==> src/rtl/mdu_pkg.sv <==
// Shared definitions for the iterative multiply/divide unit: op codes, FSM states
// and the default operand width.
package mdu_pkg;

  localparam int MDU_WIDTH = 32;

  localparam logic [1:0] OP_MULT  = 2'b00;
  localparam logic [1:0] OP_MULTU = 2'b01;
  localparam logic [1:0] OP_DIV   = 2'b10;
  localparam logic [1:0] OP_DIVU  = 2'b11;

  typedef enum logic [1:0] {
    IDLE,
    BUSY,
    FIX,
    DONE
  } state_t;

endpackage

==> src/rtl/mdu_step.sv <==
// One radix-2 iteration: shift-add on {acc,low} for multiply, restoring
// shift-subtract on {rem,quot} for divide. Purely combinational.
module mdu_step #(
  parameter int WIDTH = 32
) (
  input  logic             is_div,
  input  logic [WIDTH-1:0] acc,
  input  logic [WIDTH-1:0] low,
  input  logic [WIDTH-1:0] opnd,
  output logic [WIDTH-1:0] acc_nxt,
  output logic [WIDTH-1:0] low_nxt
);

  logic [WIDTH:0] sum;
  logic [WIDTH:0] rem_sh;

  always_comb begin
    sum     = {1'b0, acc} + (low[0] ? {1'b0, opnd} : '0);
    rem_sh  = {acc, low[WIDTH-1]};
    acc_nxt = sum[WIDTH:1];
    low_nxt = {sum[0], low[WIDTH-1:1]};
    if (is_div) begin
      // A zero divisor always "fits", giving an all-ones quotient and the dividend as remainder.
      if (rem_sh >= {1'b0, opnd}) begin
        acc_nxt = rem_sh[WIDTH-1:0] - opnd;
        low_nxt = {low[WIDTH-2:0], 1'b1};
      end else begin
        acc_nxt = rem_sh[WIDTH-1:0];
        low_nxt = {low[WIDTH-2:0], 1'b0};
      end
    end
  end

endmodule

==> src/rtl/mul_div_unit.sv <==
// Iterative WIDTH-bit multiply/divide unit with valid/ready on both op and result sides.
// Signed MULT/DIV are enabled by defining MDU_SIGNED_EN; otherwise every op is unsigned.
module mul_div_unit
  import mdu_pkg::*;
#(
  parameter int WIDTH = MDU_WIDTH
) (
  input  logic             clk,
  input  logic             reset,
  input  logic             op_valid,
  output logic             op_ready,
  input  logic [1:0]       op_code,
  input  logic [WIDTH-1:0] in1,
  input  logic [WIDTH-1:0] in2,
  output logic             res_valid,
  input  logic             res_ready,
  output logic [WIDTH-1:0] hi,
  output logic [WIDTH-1:0] lo,
  output logic             div_by_zero
);

  localparam int CW = $clog2(WIDTH);

  function automatic logic [WIDTH-1:0] neg_w(input logic [WIDTH-1:0] v);
    return ~v + 1'b1;
  endfunction

  function automatic logic [2*WIDTH-1:0] neg_dw(input logic [2*WIDTH-1:0] v);
    return ~v + 1'b1;
  endfunction

  state_t           state, state_nxt;
  logic [CW-1:0]    cnt;
  logic             is_div, neg_lo, neg_hi;
  logic [WIDTH-1:0] opnd;
  logic [WIDTH-1:0] acc_nxt, low_nxt;

  logic             op_div, op_sgn, op_dz, s1, s2, fix_lo, fix_hi;
  logic [WIDTH-1:0] mag1, mag2;

  always_comb begin
    op_div = op_code inside {OP_DIV, OP_DIVU};
`ifdef MDU_SIGNED_EN
    op_sgn = op_code inside {OP_MULT, OP_DIV};
`else
    op_sgn = 1'b0;
`endif
    op_dz  = op_div && (in2 == '0);
    s1     = op_sgn && ($signed(in1) < 0);
    s2     = op_sgn && ($signed(in2) < 0);
    // Divide-by-zero keeps the raw dividend so the remainder comes out equal to in1.
    mag1   = (s1 && !op_dz) ? neg_w(in1) : in1;
    mag2   = s2 ? neg_w(in2) : in2;
    fix_lo = !op_dz && (s1 ^ s2);
    fix_hi = !op_dz && (op_div ? s1 : (s1 ^ s2));
  end

  mdu_step #(.WIDTH(WIDTH)) u_step (
    .is_div  (is_div),
    .acc     (hi),
    .low     (lo),
    .opnd    (opnd),
    .acc_nxt (acc_nxt),
    .low_nxt (low_nxt)
  );

  always_ff @(posedge clk) begin
    if (reset) state <= IDLE;
    else       state <= state_nxt;
  end

  always_comb begin
    state_nxt = state;
    op_ready  = (state == IDLE);
    res_valid = (state == DONE);
    case (state)
      IDLE: if (op_valid) state_nxt = BUSY;
      BUSY: if (cnt == '0) state_nxt = (neg_lo || neg_hi) ? FIX : DONE;
      FIX:  state_nxt = DONE;
      DONE: if (res_ready) state_nxt = IDLE;
    endcase
  end

  always_ff @(posedge clk) begin
    if (reset) begin
      hi          <= '0;
      lo          <= '0;
      div_by_zero <= 1'b0;
      cnt         <= '0;
      is_div      <= 1'b0;
      neg_lo      <= 1'b0;
      neg_hi      <= 1'b0;
    end else begin
      case (state)
        IDLE: if (op_valid) begin
          is_div      <= op_div;
          div_by_zero <= op_dz;
          neg_lo      <= fix_lo;
          neg_hi      <= fix_hi;
          hi          <= '0;
          lo          <= op_div ? mag1 : mag2;
          cnt         <= CW'(WIDTH - 1);
        end
        BUSY: begin
          hi  <= acc_nxt;
          lo  <= low_nxt;
          cnt <= cnt - 1'b1;
        end
        FIX: begin
          if (!is_div) begin
            {hi, lo} <= neg_dw({hi, lo});
          end else begin
            if (neg_lo) lo <= neg_w(lo);
            if (neg_hi) hi <= neg_w(hi);
          end
        end
        default: ;
      endcase
    end
  end

  // Multiplicand / divisor magnitude: data only, captured on accept.
  always_ff @(posedge clk) begin
    if (state == IDLE && op_valid)
      opnd <= op_div ? mag2 : mag1;
  end

endmodule

==> config.mk <==
export PLATFORM = sky130hd
export DESIGN_NAME = mul_div_unit
export DESIGN_NICKNAME = d
export VERILOG_FILES = /design/src/rtl/mdu_pkg.sv /design/src/rtl/mdu_step.sv /design/src/rtl/mul_div_unit.sv
export SDC_FILE = /design/constraint.sdc
export NUM_CORES = 1
export LEC_CHECK = 0
export CORE_MARGIN = 5
export CORE_UTILIZATION = 48
export DETAILED_ROUTE_END_ITERATION = 8
export GPL_TIMING_DRIVEN = 0
export HOLD_SLACK_MARGIN = 0.06
export PLACE_DENSITY = 0.76
export SLEW_MARGIN = 5
export SYNTH_ARGS = -nofsm -noshare
export SYNTH_HDL_FRONTEND = slang
export SYNTH_SLANG_ARGS = --single-unit
==> constraint.sdc <==
create_clock -name clk -period 4.38 [get_ports clk]
set_clock_uncertainty 0.15 [all_clocks]
set_input_delay 0.876 -clock clk [delete_from_list [all_inputs] [get_ports clk]]
set_output_delay 0.876 -clock clk [all_outputs]
set_load 0.03 [all_outputs]
==> results of run 1 <==
state kept, by name, indices dropped and copies added, names as in the netlist:
signal and cells:
is_div 1, div_by_zero 1, hi 32, state 2, opnd 32, cnt 5, lo 32
where the power goes:
part	leakage (nW)	switching, W	internal, W
sequential	0.899	0.000438	0.00130
clock	0.151	0.000453	0.000422
combinational	4.08	0.00374	0.00195
through the flow:
step / utilization [%] / setup WS [ps] / TNS, ps / hold slack (ps) / instances
global placement: 55.8 / -454 / -2730 / 342 / 1965
CTS: 57.2 / 2.42 / 0 / 372 / 1981
global route: 57.4 / 4.05 / 0 / 391 / 1981
floorplan: - / 585 / 0 / 322 / 1511
detailed placement: 55.8 / -452 / -2520 / 356 / 1965
finish: 57.4 / 94.8 / 0 / 370 / 1981
Yosys cell counts (10+ instances only):
| library cell | instances |
|---|---|
| a31oi_1 | 18 |
| clkbuf_1 | 77 |
| o21ai_0 | 72 |
| edfxtp_1 | 32 |
| or3_1 | 22 |
| nor3_1 | 51 |
| xor2_1 | 30 |
| nor2b_1 | 38 |
| a21o_1 | 30 |
| inv_1 | 70 |
| nand2_1 | 110 |
| a211oi_1 | 64 |
| xnor2_1 | 42 |
| ha_1 | 72 |
| mux2_2 | 48 |
| a21oi_1 | 146 |
| and3_1 | 16 |
| o21a_1 | 10 |
| mux2i_1 | 31 |
| a311o_1 | 12 |
| nand3_1 | 39 |
| buf_2 | 11 |
| dfxtp_1 | 73 |
| or4_1 | 10 |
| o31ai_1 | 15 |
| nand4_1 | 14 |
| o21bai_1 | 10 |
| nor4_1 | 29 |
| nor2_1 | 171 |
worst min path at each step:
stage | from | to | slack, ps | cells after the start
after floorplan | cnt[0]$_SDFFE_PP0P_ | cnt[0]$_SDFFE_PP0P_ | 320 | 1
after global placement | div_by_zero$_SDFFE_PP0P_ | div_by_zero$_SDFFE_PP0P_ | 340 | 2
after detailed placement | div_by_zero$_SDFFE_PP0P_ | div_by_zero$_SDFFE_PP0P_ | 360 | 2
after CTS | cnt[0]$_SDFFE_PP0P_ | cnt[0]$_SDFFE_PP0P_ | 370 | 1
after global routing | cnt[1]$_SDFFE_PP0P_ | cnt[1]$_SDFFE_PP0P_ | 390 | 2
final | cnt[0]$_SDFFE_PP0P_ | cnt[0]$_SDFFE_PP0P_ | 370 | 1
critical path, stage by stage (launching register included):
cell and delay, ps:
dfxtp_1 420, ha_1 330, clkbuf_1 310, and2_1 380
nand3_1 140, nor4_2 470, a311oi_1 160, o211ai_1 300
or2_2 230, buf_2 320, buf_2 370, a31oi_1 170
o41ai_1 400
cell type report:
cell class              instances  share of cell area, %
clock buffers                  10                   1.79
inverters                      71                   2.00
plain buffers                  95                   2.83
multi-input cells            1240                   61.6
well taps                     319                   2.99
repair buffers                135                   10.1
flip-flops and latches        105                   18.2
clock inverters                 6                  0.488
logic make-up (layout without fill, tap and decap cells):
| family | count (synthesis) | in the layout | share of synthesized area [%] |
|---|---|---|---|
| and+or+nand+nor | 541 | 541 | 23.7 |
| AOI/OAI and AO/OA | 474 | 474 | 27.5 |
| buffers and inverters | 166 | 317 | 5.67 |
| DFF | 105 | 105 | 21.5 |
| muxes | 79 | 79 | 7.57 |
| adders and majority gates | 74 | 74 | 8.37 |
| xor gates and xnor gates | 72 | 72 | 5.61 |
routing by layer:
| layer | track usage (%) | wire length (um) | vias to the layer above | share of wire (%) |
|---|---|---|---|---|
| li1 | - | - | 5920 | - |
| met2 | 54.1 | 20500 | 881 | 43 |
| met1 | 44.7 | 18700 | 6108 | 40 |
| met3 | 7.85 | 5400 | 180 | 11 |
| met5 | 0 | 0 | - | 0 |
| met4 | 16.1 | 2580 | 0 | 5.5 |
what timing repair did:
action	in CTS	in global routing
hold buffers	0	0
setup endpoints to repair	13	17
resized for setup	6	15
==> flow_summary_export.csv, run 1 <==
group,metric,value,unit
logic_synthesis,synth_top_area_share,13.0,%
grt,grt_pass1_wl,71.2,mm
logic_synthesis,yosys-top-cells-area,"dfxtp_1, edfxtp_1, ha_1",
clock_tree,h-tree-depth,3,
clock_tree,clk_path_buf_depth,2,
layout,final_area,0.0133,mm2
grt,grt_max_degree,34,
setup_path,critPathLaunchType,"register",
pwr,leakagePower,5.13,nW
setup_path,crit_end,"hi[31]$_SDFFE_PP0P_",
die,rows,56,
hold_path,hp-class,"register to register",
layout,antenna_cells,0,
setup_path,rr_startpoint,"hi[20]$_SDFFE_PP0P_",
grt,grt_antenna_before_repair,0,
logic_synthesis,synth_edf_count,32,
timing,finalSetupViolCount,0,
die,coreArea,0.0233,mm2
die,die_area,0.0266,mm2
routing,wl_per_cell,23.8,um
place,hpwl,35.9,mm
layout,nets,1801,
routing,routed_via_density,6.61,
setup_path,endpoint_kind,"register",
routing,ant_nets,0,
setup_path,cp.arrival,4390,ps
clock_tree,cts_setup_buffers,0,
die,start_util,48.3,%
routing,via_count,13089,
layout,syn2layout_area_growth,18.7,%
layout,final_common_cell,"nor2_1",
setup_path,crit_path_max_fanout,10,
timing,period_needed,4290,ps
die,die_w,163,um
routing,detail_route.iter0.violations,1791,
pwr,powerDensity,622,mW/mm2
timing,slew_violations,0,
logic_synthesis,avgSynthCellArea,7.44,um2
timing,max_freq,233,MHz
place,routabilityCongestion,1.02,
logic_synthesis,ys_async_sr_fraction,0,%
grt,gr-total-overflow,0,
routing,drc,0,
routing,drt_first_pass_iters,6,
layout,layout_common_cells,"nor2_1, a21oi_1, clkdlybuf4s50_1",
logic_synthesis,synth_top_flop_cell,"dfxtp_1",
pwr,peakVddDrop,525,uV
layout,multi_input_area,0.00822,mm2
grt,grt_use_total,34.4,%
layout,drive_gt1_share,5.90,%
clock_tree,cts_sinks,105,
setup_path,path_class,"register to register",
clock_tree,clk_pin_slew,80,ps
logic_synthesis,yosysTopAreaCell,"dfxtp_1",
pwr,p_total,0.00830,W
setup_path,required,4490,ps
setup_path,cp-startpoint,"hi[20]$_SDFFE_PP0P_",
logic_synthesis,synth_area,0.0112,mm2
layout,seq_area,0.00242,mm2
setup_path,r2r_setup_slack,90,ps
timing,tightest_slew,1160,ps
logic_synthesis,synth_fp_nets,1655,
flow_run,drv_cap,0,
logic_synthesis,syn_inst,1511,
clock_tree,cts_buffers,9,
clock_tree,cts_tree,"done",
timing,period_share,97.8,%
die,io_pins,137,
clock_tree,cts_root_buffer,"clkbuf_16",
place,port_buffers,135,
status,status,"complete, no violations",
place,post_dp_cell_area,0.0130,mm2
grt,grt_pass1_vias,12264,
logic_synthesis,synth.distinct_cells,78,
setup_path,rr_worst_depth,12,
logic_synthesis,ys_seq_area_share,21.5,%
clock_tree,clkLatencyLatePin,380,ps
logic_synthesis,ys_ff_latch,105,
timing,slew_headroom,22.0,%
timing,final_hold_viol_count,0,
setup_path,r2r-end,"hi[31]$_SDFFE_PP0P_",
die,die_h,163,um
layout,fillers,2271,
timing,rsz0062_at_grt,"no",
routing,drt_wl_total,47.2,mm
logic_synthesis,yosys_warnings,0,
No activity file was read; power rests on OpenSTA's default activity.
==> run 2: changes to the inputs <==
TNS_END_PERCENT = 5   (was unset)
==> run 2 against run 1 <==
Power barely moved. Non-clock buffer count did not move. Final cell count did not move. Critical path depth rose by 1. Largest cell class unchanged. Design area barely moved. Utilization barely moved. Worst setup slack got worse by 26 ps. Global-route usage did not move. Maximum frequency fell by 0.61%. Via count barely moved.
==> flow_summary_export.csv, run 2 (same netlist as run 1, synthesis figures left out) <==
group,metric,value,unit
status,status,"complete, no violations",
clock_tree,cts_buffers,9,
layout,antenna_cells,0,
layout,fillers,2271,
grt,gr-usage-met1,44.7,%
clock_tree,cts.repair.resized,6,
timing,tns,0,ps
grt,grt_pass1_wl,71.2,mm
die,die_h,163,um
clock_tree,clk_pin_slew,80,ps
routing,drt_first_pass_iters,5,
timing,period_needed,4310,ps
setup_path,cp_num_buf_inv,2,
grt,grt_antenna_before_repair,0,
setup_path,cp.arrival,4440,ps
routing,wl_per_cell,23.8,um
place,hpwl,35.9,mm
routing,ant_nets,0,
die,io_pins,137,
place,routabilityCongestion,1.02,
clock_tree,cts_setup_buffers,0,
layout,layout_common_cells,"nor2_1, a21oi_1, clkdlybuf4s50_1",
routing,routed_via_density,6.60,
setup_path,path_cells,"inv_1, clkbuf_2, nor2_1, ha_1, o21ai_0, nor2_1, o31ai_1, o311a_1, nor3_1, nor2_1, o31ai_1, mux2_2, o31ai_1",
layout,drive_gt1_share,5.90,%
setup_path,required,4510,ps
hold_path,hp-class,"register to register",
die,die_w,163,um
pwr,leakagePower,5.13,nW
timing,hold_ws,368,ps
setup_path,critPathSlowestCell,"nor3_1",
die,rows,56,
grt,grt_pass1_vias,12264,
grt,grtUsageMet2,54.1,%
timing,period_share,98.4,%
timing,finalSetupViolCount,0,
clock_tree,postCtsHoldBufs,0,
setup_path,critPathTopFamily,"compound AO/OA/AOI/OAI gates",
timing,slew_violations,0,
routing,drc,0,
routing,detail_route.iter0.violations,1741,
setup_path,endpoint_kind,"register",
setup_path,crit_path_max_fanout,10,
timing,slew_headroom,20.7,%
die,coreArea,0.0233,mm2
layout,syn2layout_area_growth,18.8,%
clock_tree,cts_root_buffer,"clkbuf_16",
clock_tree,clk_path_buf_depth,2,
layout,final_core_util,57.4,%
routing,drt_wl_total,47.2,mm
timing,rsz0062_at_grt,"no",
routing,via_count,13077,
grt,met3_usage,7.85,%
setup_path,path_class,"register to register",
pwr,peakVddDrop,525,uV
flow_run,drv_cap,0,
layout,top_regs,"hi x32, lo x32, opnd x32",
clock_tree,clkLatencyLatePin,370,ps
pwr,powerDensity,622,mW/mm2
setup_path,critPathLaunchType,"register",
clock_tree,cts_sinks,105,
clock_tree,cts_tree,"done",
setup_path,critPathMaxStageDelay,550,ps
die,start_util,48.3,%
grt,grt_busiest_layer,"met2",
layout,nets,1801,
layout,seq_area,0.00242,mm2
place,port_buffers,135,
layout,final_common_cell,"nor2_1",
layout,multi_input_area,0.00823,mm2
grt,grt_max_degree,34,
grt,gr-total-overflow,0,
clock_tree,h-tree-depth,3,
timing,tightest_slew,1180,ps
pwr,p_total,0.00830,W
timing,max_freq,232,MHz
die,die_area,0.0266,mm2
grt,grt_use_total,34.4,%
timing,final_hold_viol_count,0,
-- run 2: area by class of cell --
type                       instances  area share (%)
inverter                          71            2.00
buffer                            95            2.83
tap                              319            2.99
sequential                       105            18.2
timing repair buffer             135            10.1
clock inverter                     6           0.487
clock buffer                      10            1.79
multi-input combinational       1240            61.6
-- run 2: report_power, final --
group	internal, W	switching, W	leakage (nW)
registers	0.00130	0.000437	0.899
clock network	0.000423	0.000451	0.151
logic	0.00195	0.00374	4.08
total	0.00367	0.00463	5.13
-- run 2: through the flow --
step	instances	cell area (um2)	worst slack, ps
final	1981	13400	68.6
after global routing	1981	13400	21.5
after CTS	1981	13300	2.42
after detailed placement	1965	13000	-452
after global placement	1965	13000	-454
after floorplan	1511	11200	585
-- run 2: worst paths after layout --
path	from	end	slack [ps]	depth (start not counted)
max	lo[0]$_SDFFE_PP0P_	hi[30]$_SDFFE_PP0P_	70	13
min	cnt[0]$_SDFFE_PP0P_	cnt[0]$_SDFFE_PP0P_	370	1
max reg2reg	lo[0]$_SDFFE_PP0P_	hi[30]$_SDFFE_PP0P_	70	13
min reg2reg	cnt[0]$_SDFFE_PP0P_	cnt[0]$_SDFFE_PP0P_	370	1
-- run 2: metal layers --
layer	vias to the layer above	wire length [um]	part of all wire (%)
li1	5918	-	-
met1	6136	18700	40
met2	846	20600	44
met3	177	5380	11
met4	0	2530	5.4
met5	-	0	0
